`config.mk`:
```
export PLATFORM = sky130hd
export DESIGN_NAME = truth_table_sequencer
export DESIGN_NICKNAME = d
export VERILOG_FILES = /design/src/rtl/truth_table_sequencer.sv
export SDC_FILE = /design/constraint.sdc
export NUM_CORES = 1
export LEC_CHECK = 0
export BUFFER_PORTS_ARGS = -buffer_cell sky130_fd_sc_hd__buf_2
export CAP_MARGIN = 20
export CORE_AREA = 10 10 78 64
export CTS_CLUSTER_SIZE = 8
export DETAILED_ROUTE_END_ITERATION = 7
export DIE_AREA = 0 0 88 74
export GPL_ROUTABILITY_DRIVEN = 0
export SLEW_MARGIN = 20
export SYNTH_ARGS = -nofsm -noshare
export SYNTH_HDL_FRONTEND = slang
export SYNTH_SLANG_ARGS = --single-unit
```
`constraint.sdc`:
```
create_clock -name clk -period 1.5 [get_ports clk]
set_input_delay 0.45 -clock clk [delete_from_list [all_inputs] [get_ports clk]]
set_output_delay 0.45 -clock clk [all_outputs]
set_load 0.03 [all_outputs]
```
`src/rtl/truth_table_sequencer.sv`:
```
// Sweeps a combinational IN_W-input function through every input vector and checks the result.
// Optional first-mismatch reporting is enabled by defining TRUTH_TABLE_SEQUENCER_FIRST_FAIL_EN.
module truth_table_sequencer #(
  parameter int unsigned IN_W   = 3,
  parameter int unsigned SETTLE = 1
) (
  input  logic                    clk,
  input  logic                    rst,
  input  logic                    start,
  input  logic [(1 << IN_W)-1:0]  expected,
  output logic [IN_W-1:0]         f_in,
  input  logic                    f_y,
  output logic                    busy,
  output logic                    done,
  output logic [(1 << IN_W)-1:0]  table_out,
  output logic                    pass
`ifdef TRUTH_TABLE_SEQUENCER_FIRST_FAIL_EN
  ,
  output logic                    first_fail_vld,
  output logic [IN_W-1:0]         first_fail_idx
`endif
);

  localparam int unsigned TBL_W = 1 << IN_W;
  localparam int unsigned CNT_W = (SETTLE > 0) ? $clog2(SETTLE + 1) : 1;

  localparam logic [CNT_W-1:0] CNT_LOAD = CNT_W'(SETTLE);
  localparam logic [IN_W-1:0]  LAST_VEC = {IN_W{1'b1}};

  localparam logic [1:0] ST_IDLE = 2'd0;
  localparam logic [1:0] ST_RUN  = 2'd1;
  localparam logic [1:0] ST_FIN  = 2'd2;

  logic [1:0]       r_state, w_state_d;
  logic [CNT_W-1:0] r_cnt,   w_cnt_d;
  logic [IN_W-1:0]  r_f_in,  w_f_in_d;
  logic [TBL_W-1:0] r_exp,   w_exp_d;
  logic [TBL_W-1:0] r_table, w_table_d;
  logic             r_busy,  w_busy_d;
  logic             r_done,  w_done_d;
  logic             r_pass,  w_pass_d;

`ifdef TRUTH_TABLE_SEQUENCER_FIRST_FAIL_EN
  logic             r_ff_vld, w_ff_vld_d;
  logic [IN_W-1:0]  r_ff_idx, w_ff_idx_d;
  logic             w_mismatch;

  assign w_mismatch = (f_y != r_exp[r_f_in]);
`endif

  always_comb begin
    w_state_d = r_state;
    w_cnt_d   = r_cnt;
    w_f_in_d  = r_f_in;
    w_exp_d   = r_exp;
    w_table_d = r_table;
    w_busy_d  = r_busy;
    w_done_d  = 1'b0;
    w_pass_d  = r_pass;
`ifdef TRUTH_TABLE_SEQUENCER_FIRST_FAIL_EN
    w_ff_vld_d = r_ff_vld;
    w_ff_idx_d = r_ff_idx;
`endif

    case (r_state)
      ST_IDLE: begin
        if (start) begin
          w_exp_d   = expected;
          w_f_in_d  = '0;
          w_table_d = '0;
          w_pass_d  = 1'b0;
          w_cnt_d   = CNT_LOAD;
          w_busy_d  = 1'b1;
          w_state_d = ST_RUN;
`ifdef TRUTH_TABLE_SEQUENCER_FIRST_FAIL_EN
          w_ff_vld_d = 1'b0;
          w_ff_idx_d = '0;
`endif
        end
      end

      ST_RUN: begin
        if (r_cnt != '0) begin
          w_cnt_d = r_cnt - CNT_W'(1);
        end else begin
          w_table_d[r_f_in] = f_y;
`ifdef TRUTH_TABLE_SEQUENCER_FIRST_FAIL_EN
          // Vectors are visited in ascending order, so the first hit is the lowest index.
          if (w_mismatch && !r_ff_vld) begin
            w_ff_vld_d = 1'b1;
            w_ff_idx_d = r_f_in;
          end
`endif
          if (r_f_in == LAST_VEC) begin
            w_state_d = ST_FIN;
          end else begin
            w_f_in_d = r_f_in + IN_W'(1);
            w_cnt_d  = CNT_LOAD;
          end
        end
      end

      ST_FIN: begin
        // Table already holds the last sample, entered on the transition into this state.
        w_done_d  = 1'b1;
        w_busy_d  = 1'b0;
        w_pass_d  = (r_table == r_exp);
        w_state_d = ST_IDLE;
      end

      default: begin
        w_state_d = ST_IDLE;
      end
    endcase
  end

  always_ff @(posedge clk or posedge rst) begin
    if (rst) begin
      r_state <= ST_IDLE;
      r_cnt   <= '0;
      r_f_in  <= '0;
      r_exp   <= '0;
      r_table <= '0;
      r_busy  <= 1'b0;
      r_done  <= 1'b0;
      r_pass  <= 1'b0;
    end else begin
      r_state <= w_state_d;
      r_cnt   <= w_cnt_d;
      r_f_in  <= w_f_in_d;
      r_exp   <= w_exp_d;
      r_table <= w_table_d;
      r_busy  <= w_busy_d;
      r_done  <= w_done_d;
      r_pass  <= w_pass_d;
    end
  end

`ifdef TRUTH_TABLE_SEQUENCER_FIRST_FAIL_EN
  always_ff @(posedge clk or posedge rst) begin
    if (rst) begin
      r_ff_vld <= 1'b0;
      r_ff_idx <= '0;
    end else begin
      r_ff_vld <= w_ff_vld_d;
      r_ff_idx <= w_ff_idx_d;
    end
  end

  assign first_fail_vld = r_ff_vld;
  assign first_fail_idx = r_ff_idx;
`endif

  assign f_in      = r_f_in;
  assign busy      = r_busy;
  assign done      = r_done;
  assign table_out = r_table;
  assign pass      = r_pass;

endmodule

```
Word-level counts from Yosys, hierarchy flattened
Index checks and enable logic that the tools add are counted.
{"block": "op_classes", "add_sub_neg": 2, "n_lt_le_gt_ge": 2, "eq_ne": 8, "mux": 22, "n_reduce_logical": 10}
{"cell": "8-bit 2-to-1 mux", "count": 2}
{"cell": "8-bit case mux with 2 select lines", "count": 1}
{"cell": "3-bit 2-to-1 mux", "count": 3}
{"cell": "8-bit bitwise mux", "count": 1}
{"cell": "8-bit == test", "count": 1}
{"cell": "2-bit != test (second input constant)", "count": 4}
{"cell": "1-bit 2-to-1 mux", "count": 6}
{"cell": "2-bit 2-to-1 mux", "count": 3}
{"cell": "1-bit case mux with 2 select lines", "count": 3}
{"cell": "3-bit case mux with 2 select lines", "count": 1}
{"cell": "2-bit AND reduction", "count": 3}
{"cell": "3-bit AND reduction", "count": 2}
{"cell": "3-bit by 4-bit less-than comparator with 1-bit output (second input constant)", "count": 1}
{"cell": "2-bit case mux with 2 select lines", "count": 1}
{"cell": "4-bit AND reduction", "count": 1}
{"cell": "2-bit nonzero test", "count": 2}
{"cell": "3-bit by 1-bit adder with 3-bit output (second input constant)", "count": 1}
{"cell": "1-bit demux with 3-bit select", "count": 1}
{"cell": "3-bit == test (second input constant)", "count": 1}
{"cell": "3-bit by 1-bit greater-or-equal comparator with 1-bit output (second input constant)", "count": 1}
{"cell": "2-bit by 1-bit == test with 1-bit output (second input constant)", "count": 1}
{"cell": "2-bit == test (second input constant)", "count": 1}
{"cell": "2-bit logical NOT", "count": 1}
{"cell": "1-bit logical AND", "count": 1}
{"cell": "1-bit subtractor (second input constant)", "count": 1}
{"block": "totals", "ff_bits": 25, "inputBits": 12, "out_inout_bits": 14, "wordCells": 52}

Longest topological paths before layout
Gate-level depths: netlist (run 1).
{"block": "depth", "ltp_word": 7, "depth_mapped": 5, "ltp_nobuf": 5}

Worst setup path before layout (run 1)
OpenSTA, ideal clock, no wires.
{"block": "synth_timing", "path_type": "reg2reg", "startpoint": "reg r_f_in[0] (netlist: f_in[0])", "endpoint": "reg r_f_in[0] (netlist: f_in[0])", "setup_time_ns": 0.121, "arrival_time_ns": 1.634, "required_time_ns": 1.379, "setup_slack_ns": -0.255, "stages_incl_launch_ff": 6, "path_buffers": 0, "period_less_slack_ns": 1.755, "cell_sequence": "dfrtp_1 > ha_1 > ha_1 > nor2_1 > mux2_2 > a22o_1"}
{"block": "synth_between", "elab_chain_len": 4, "word_cells_on_any_way": 7, "classes_between": "1 x add/sub; 2 x eq/ne; 3 x mux; 1 x reduce/logical"}
{"item": "start: declaration", "line_no": "36", "rtl": "logic [IN_W-1:0] r_f_in, w_f_in_d;"}
{"item": "start signal: assignment", "line_no": "130", "rtl": "r_f_in <= w_f_in_d;"}
{"item": "3-bit by 1-bit adder with 3-bit output", "line_no": "97", "rtl": "w_f_in_d = r_f_in + IN_W'(1);"}
{"item": "3-bit 2-to-1 mux", "line_no": "94", "rtl": "if (r_f_in == LAST_VEC) begin"}
{"item": "3-bit 2-to-1 mux", "line_no": "83", "rtl": "if (r_cnt != '0) begin"}
{"item": "3-bit case mux with 2 select lines", "line_no": "65", "rtl": "case (r_state)"}
Parallel ways exist; a longest one is shown, timed or not. The select of a mux whose other input is x is not followed.
A chain may end at the register's enable or synchronous reset.

Worst setup path after layout (run 1)
{"block": "layout_timing", "startpoint": "reg r_f_in[0] (netlist: f_in[0])", "endpoint": "out f_in[0]"}
{"item": "end: declaration", "line_no": "11", "rtl": "output logic [IN_W-1:0] f_in,"}
No word-level cell between the ends.

==> key figures, run 1 <==
Synthesis
  – Largest family of logic cells by synthesized area: simple AND/OR/NAND/NOR gates
  – Mux share of post-synthesis cell area: 7.56%
  – Seq/Total Area, Yosys: about 47%
  – Post-Synth Simple-Gate Area: around 16%
  – Synthesized area per cell: around 11 um^2
  – Adder-Cell Fraction of Synth Area: between 1.5 and 2%
  – Post-synthesis xor/xnor area fraction: 5.23%
  – Synth Area in Compound Gates: between 15 and 20%
  – Synth Warn #: 0
  – Synth cell types: 37
  – Netlist Area Pre-Place: 1340 um^2
  – FF+latch count, synth: 25
  – Syn_nets: between 100 and 150
  – Mapped Cells: ~120

Worst setup path
  – Crit path arrival time: roughly 1100 ps
  – Critical Path Slowest Stage Cell: dfrtp_2
  – Crit path max fanout: 5
  – Setup Crit Path Kind: flop to output port
  – Startpoint Class: flop
  – CP peak stage delay: 450 ps
  – Crit. End Element: output port
  – Critical Path RT: around 1100 ps
  – CP cell instances: buf_4, buf_4
  – Worst path most repeated cell: buf_4

GRT
  – Tot GR Track Use: 10.2%
  – Largest net degree at the start of global routing: 26
  – Vias in the first global route: 1,134
  – Initial antenna violation count: 0
  – First-pass GRT wire length: 5.29 mm
  – Gr ovfl total: 0

Routing
  – Detail Route Antenna Nets: 0
  – Routed via count: ~1,100
  – Vias/cell: 5.36
  – DRC viols: 0
  – WL per Instance: approximately 16 um
  – Initial DRC Count: just over 100
  – DR pass1 iterations: 4
  – Routed WL: 3.24 mm

Die
  – Core Rows: 19
  – Core area: 3490 um^2
  – Initial Utilization: 38.3%
  – Vert. Die Dim: approximately 74 um
  – Die area: between 6000 and 7000 um^2
  – Die Width: slightly below 90 um
  – IO Count: 26

STA
  – Slew Viols, Final: 0
  – Sum Neg Setup Slack: 0 ps
  – RSZ-0062 raised after global routing: true
  – F_max: about 670 MHz
  – Max-slew headroom: 68.2%
  – Final hold slack: 218 ps
  – Share of the clock period used by the worst path: about 100%
  – Setup violators final: 0
  – Final Hold Viols: 0
  – Max Clock Skew: roughly 4.8 ps
  – Slew at the pin with the worst max-slew slack: ~480 ps
  – Final Critical Period: about 1500 ps

Place
  – PortBufs: 25
  – Sum of net half-perimeters after detailed placement: between 2 and 2.5 mm
  – Placed Instance Area: 1600 um^2
  – Placed Cells: about 190

Layout
  – Fillers: roughly 330
  – Post-Layout Cell Count: 198
  – Area grow syn2layout: 29.3%
  – Inserted Diodes: 0
  – Design area: between 1500 and 2000 um^2
  – Ratio of cells with drive above 1 in the final layout: approximately 44%
  – Commonest non-fill, non-tap cells in the layout: dfrtp_1 (22), buf_2 (22), inv_1 (11), buf_4 (11)
  – Total Nets Final: between 150 and 200

Clock tree
  – Clock buffer depth: 2
  – Post-CTS Hold Buffers: 0
  – CTS Sinks: 25
  – H-tree levels: 1
  – Clk slew on worst S/H paths: roughly 90 ps
  – Worst-Skew Late Latency: between 200 and 300 ps
  – CTS tree: yes
  – Root buf cell: clkbuf_8
  – Num CTS Buffers: 3

Power and ir drop
  – P_leak: slightly below 0.0008 uW
  – Worst IR Drop VDD: ~0.00094 V
  – PD cells: approximately 2300 nW/um^2

Outcome
  – Status: completed

Run
  – Max cap viols: 0

Hold path
  – Type of the worst min-delay path: input port to asynchronous set/reset pin
-- routing by layer --
layer	share of wire [%]	vias to the layer above	global-route usage [%]	wire length, um
li1	-	505	-	-
met1	43	520	11.7	1400
met4	1.8	0	4.77	59
met2	49	32	17.1	1580
met5	0	-	0	0
met3	6.1	4	2.95	198
-- sequential cells by signal, indices dropped and copies added (netlist names) --
signal / flops
table_out: 8
busy: 1
done: 1
r_state: 2
pass: 1
r_cnt: 1
f_in: 3
r_exp: 8
-- cell families (layout without fill, tap and decap cells) --
| kind of cell | count (synthesis) | count (layout) |
|---|---|---|
| and+or+nand+nor | 33 | 33 |
| AOI/OAI and AO/OA | 26 | 26 |
| DFF | 25 | 25 |
| buffers and inverters | 20 | 53 |
| muxes | 9 | 9 |
| xor gates and xnor gates | 8 | 8 |
| adders and majority gates | 2 | 2 |
-- stage by stage --
step                      util (%)  setup slack, ps  total power, uW
after floorplan                  -            -44.2             2820
after global placement        45.6             26.7             3340
after detailed placement      45.6             5.97             3380
after CTS                     47.8             4.04             3890
after global routing          49.6            -37.2             4350
final                         49.6             3.93             4050
-- area by class of cell --
type	count	area [um^2]	area share (%)
multi-input cells	78	698	40.3
flip-flops and latches	25	629	36.3
repair buffers	38	267	15.4
well taps	42	52.6	3.03
clock buffers	4	45.0	2.60
inverters	11	41.3	2.38
-- worst max-delay path, delay by kind of cell (launching register included) --
kind | cells | cell delay (ps)
buffers and inverters | 2 | 320
DFF | 1 | 450
-- what timing repair did --
action	in CTS	in global routing
pin swaps	1	7
buffers inserted	1	1
endpoints found under the setup margin	4	8
gates resized for setup	4	12
cloned	0	0
-- worst paths after layout --
path | to | depth (start not counted) | slack [ps] | from
setup / recovery | f_in[0] | 2 | 4 | f_in[0]$_DFFE_PP0P_
min in group clk | r_exp[5]$_DFFE_PP0P_ | 2 | 400 | expected[5]
hold / removal | r_state[1]$_DFFE_PP0P_ | 3 | 220 | rst
setup reg to reg | f_in[0]$_DFFE_PP0P_ | 5 | 10 | f_in[0]$_DFFE_PP0P_
max in group asynchronous | f_in[2]$_DFFE_PP0P_ | 3 | 1020 | rst
hold reg to reg | busy$_DFFE_PP0P_ | 2 | 510 | busy$_DFFE_PP0P_
-- where the power goes --
part           internal [uW]  leakage, uW  switching [uW]  total [uW]
Sequential               976     0.000305             242        1220
Combinational           1180     0.000457            1240        2420
Clock                    190    0.0000228             218         408
Total                   2350     0.000785            1700        4050
-- synthesized netlist by cell type, drive strengths merged --
cell / n / area, um^2
a211o: 2 / 17.5
a21o: 1 / 7.51
a21oi: 2 / 10.0
a221oi: 8 / 76.3
a22o: 1 / 8.76
a31oi: 1 / 6.26
and3: 2 / 13.8
and4bb: 1 / 12.5
buf: 9 / 56.3
dfrtp: 25 / 626
ha: 2 / 25.0
inv: 11 / 41.3
mux2: 9 / 101
nand2: 4 / 15.0
nand2b: 7 / 53.8
nand3: 2 / 10.0
nand3b: 3 / 22.5
nand4: 1 / 6.26
nor2: 5 / 21.3
nor2b: 1 / 6.26
nor3b: 1 / 7.51
nor4b: 2 / 17.5
o21ai: 1 / 5.00
o21bai: 1 / 7.51
o22ai: 6 / 37.5
o31ai: 1 / 7.51
o32ai: 2 / 17.5
or3: 1 / 6.26
or3b: 3 / 26.3
xnor2: 8 / 70.1
Power figures use the tool's default switching activity.
==> run 2, diff against run 1 <==
==> constraint.sdc (replaced) <==
create_clock -name clk -period 1.5 [get_ports clk]
set_input_delay 0.225 -clock clk [delete_from_list [all_inputs] [get_ports clk]]
set_output_delay 0.225 -clock clk [all_outputs]
set_load 0.03 [all_outputs]
==> run 2 against run 1 <==
Net effect: the flow now finishes with violations (negative hold slack); register-to-register slack hardly changed; die area stayed put; clock skew is 3.6 ps lower; largest power group unchanged.
==> key figures, run 2 (synthesis gave the netlist of run 1 again) <==
STA
  – Share of the clock period used by the worst path: 99.0% (was 99.7%)
  – Slew at the pin with the worst max-slew slack: 378 ps (was 477 ps)
  – Final hold slack: -7.83 ps (was 218 ps)
  – Final Hold Viols: 17 (was 0)
  – RSZ-0062 raised after global routing: true (unchanged)
  – Slew Viols, Final: 0 (unchanged)
  – Max-slew headroom: 74.8% (was 68.2%)
  – F_max: 674 MHz (was 668 MHz)
  – Final Critical Period: 1480 ps (was 1500 ps)
  – Max Clock Skew: 1.17 ps (was 4.80 ps)
  – Setup violators final: 0 (unchanged)

Die
  – IO Count: 26 (unchanged)
  – Die Width: 88 um (unchanged)
  – Core area: 3490 um^2 (unchanged)
  – Core Rows: 19 (unchanged)
  – Initial Utilization: 38.3% (unchanged)
  – Vert. Die Dim: 74 um (unchanged)
  – Die area: 6510 um^2 (unchanged)

Layout
  – Ratio of cells with drive above 1 in the final layout: 43.6% (was 44.2%)
  – Commonest non-fill, non-tap cells in the layout: buf_2 (25), dfrtp_1 (22), inv_1 (11), buf_4 (11) (was dfrtp_1 (22), buf_2 (22), inv_1 (11), buf_4 (11))
  – Fillers: 317 (was 325)
  – Area grow syn2layout: 26.4% (was 29.3%)
  – Commonest non-fill, non-tap cell in the layout: buf_2
  – Inserted Diodes: 0 (unchanged)
  – Design area: 1690 um^2 (was 1730 um^2)
  – Multi-input logic area: 687 um^2 (was 698 um^2)
  – Register area: 629 um^2 (unchanged)
  – Total Nets Final: 171 (unchanged)
  – Post-Layout Cell Count: 198 (unchanged)

Routing
  – Initial DRC Count: 79 (was 101)
  – DRC viols: 0 (unchanged)
  – DR pass1 iterations: 4 (unchanged)
  – Vias/cell: 5.35 (was 5.36)
  – Detail Route Antenna Nets: 0 (unchanged)
  – Routed WL: 3.14 mm (was 3.24 mm)
  – WL per Instance: 15.9 um (was 16.4 um)
  – Routed via count: 1,059 (was 1,061)

Outcome
  – Failing checks: negative hold slack
  – Status: complete, but fails checks (was completed)

Place
  – Placed Instance Area: 1590 um^2 (was 1600 um^2)
  – PortBufs: 25 (unchanged)
  – Placed Cells: 191 (was 192)
  – Sum of net half-perimeters after detailed placement: 2.30 mm (was 2.28 mm)

Power and ir drop
  – P_leak: 0.000756 uW (was 0.000785 uW)
  – Worst IR Drop VDD: 0.000874 V (was 0.000944 V)
  – PD cells: 2340 nW/um^2 (about the same)
  – Total chip power: 3960 uW (was 4050 uW)

Worst setup path
  – Crit path max fanout: 7 (was 5)
  – Crit. End Element: flop (was output port)
  – Crit path arrival time: 1650 ps (was 1050 ps)
  – Reg2Reg Depth: 5 (unchanged)
  – Setup Crit Path Kind: flop to flop (was flop to output port)
  – Critical Path RT: 1660 ps (was 1050 ps)
  – Startpoint Class: flop (unchanged)

Hold path
  – Type of the worst min-delay path: input port to asynchronous set/reset pin (unchanged)

GRT
  – Tot GR Track Use: 9.92% (was 10.2%)
  – Gr ovfl total: 0 (unchanged)
  – Initial antenna violation count: 0 (unchanged)
  – Largest net degree at the start of global routing: 26 (unchanged)
  – First-pass GRT wire length: 5.22 mm (was 5.29 mm)
  – Vias in the first global route: 1,073 (was 1,134)

Clock tree
  – CTS tree: yes (unchanged)
  – Root buf cell: clkbuf_8 (unchanged)
  – Clk slew on worst S/H paths: 90 ps (about the same)
  – Worst-Skew Late Latency: 270 ps (about the same)
  – CTS Sinks: 25 (unchanged)
  – H-tree levels: 1 (unchanged)
  – Num CTS Buffers: 3 (unchanged)
  – Clock buffer depth: 2 (unchanged)

Run
  – Max cap viols: 0 (unchanged)
==> run 2: cell counts in the layout (fill, tap and decap cells not counted) <==
Identical to the previous run, type by type.
==> run 2: routing by layer <==
| metal | global-route usage [%] | wire length (um) |
|---|---|---|
| met4 | 3.53 | 36 |
| met1 | 12.3 | 1390 |
| met2 | 16.5 | 1550 |
| met3 | 2.40 | 160 |
| met5 | 0 | 0 |
==> run 2: power breakdown <==
part | internal [uW] | leakage [uW] | switching, uW
Clock | 190 | 0.0000228 | 215
Combinational | 1110 | 0.000428 | 1180
Sequential | 976 | 0.000305 | 283
Total | 2280 | 0.000756 | 1680
==> run 2: cell type report <==
cell class | count | share of cell area [%]
flip-flops and latches | 25 | 37.1
clock buffers | 4 | 2.66
multi-input cells | 78 | 40.5
repair buffers | 38 | 14.1
well taps | 42 | 3.10
inverters | 11 | 2.44
==> run 2: repair_timing <==
| item | CTS | global route |
|---|---|---|
| hold buffers | 0 | 0 |
| gates cloned | 0 | 0 |
| pin swaps | 1 | 7 |
| endpoints found under the setup margin | 1 | 6 |
| buffers inserted | 0 | 3 |
| gates resized for setup | 0 | 8 |
==> run 2: final timing paths <==
kind	start	to	slack [ps]
max in group asynchronous	rst	f_in[2]$_DFFE_PP0P_	1250
min reg2reg	busy$_DFFE_PP0P_	busy$_DFFE_PP0P_	520
max reg2reg	f_in[0]$_DFFE_PP0P_	f_in[0]$_DFFE_PP0P_	20
min in group clk	expected[2]	r_exp[2]$_DFFE_PP0P_	180
max	f_in[0]$_DFFE_PP0P_	f_in[0]$_DFFE_PP0P_	20
min	rst	busy$_DFFE_PP0P_	-8
==> run 2: critical path: stages, from the launching register on <==
cell	delay (ps)
dfrtp_2	450
ha_4	170
ha_4	180
nor2_4	100
mux2_4	300
a22o_1	170
==> run 2: per-stage QoR <==
| stage | hold slack, ps | setup TNS, ps | utilization, % | setup WS [ps] |
|---|---|---|---|---|
| floorplan | 252 | -44.2 | - | -44.2 |
| global placement | 292 | 0 | 45.4 | 29.9 |
| detailed placement | 296 | 0 | 45.4 | 2.95 |
| CTS | 6.05 | 0 | 46.7 | 2.12 |
| global route | 33.7 | -74.3 | 48.5 | -20.9 |
| finish | -7.83 | 0 | 48.5 | 15.3 |
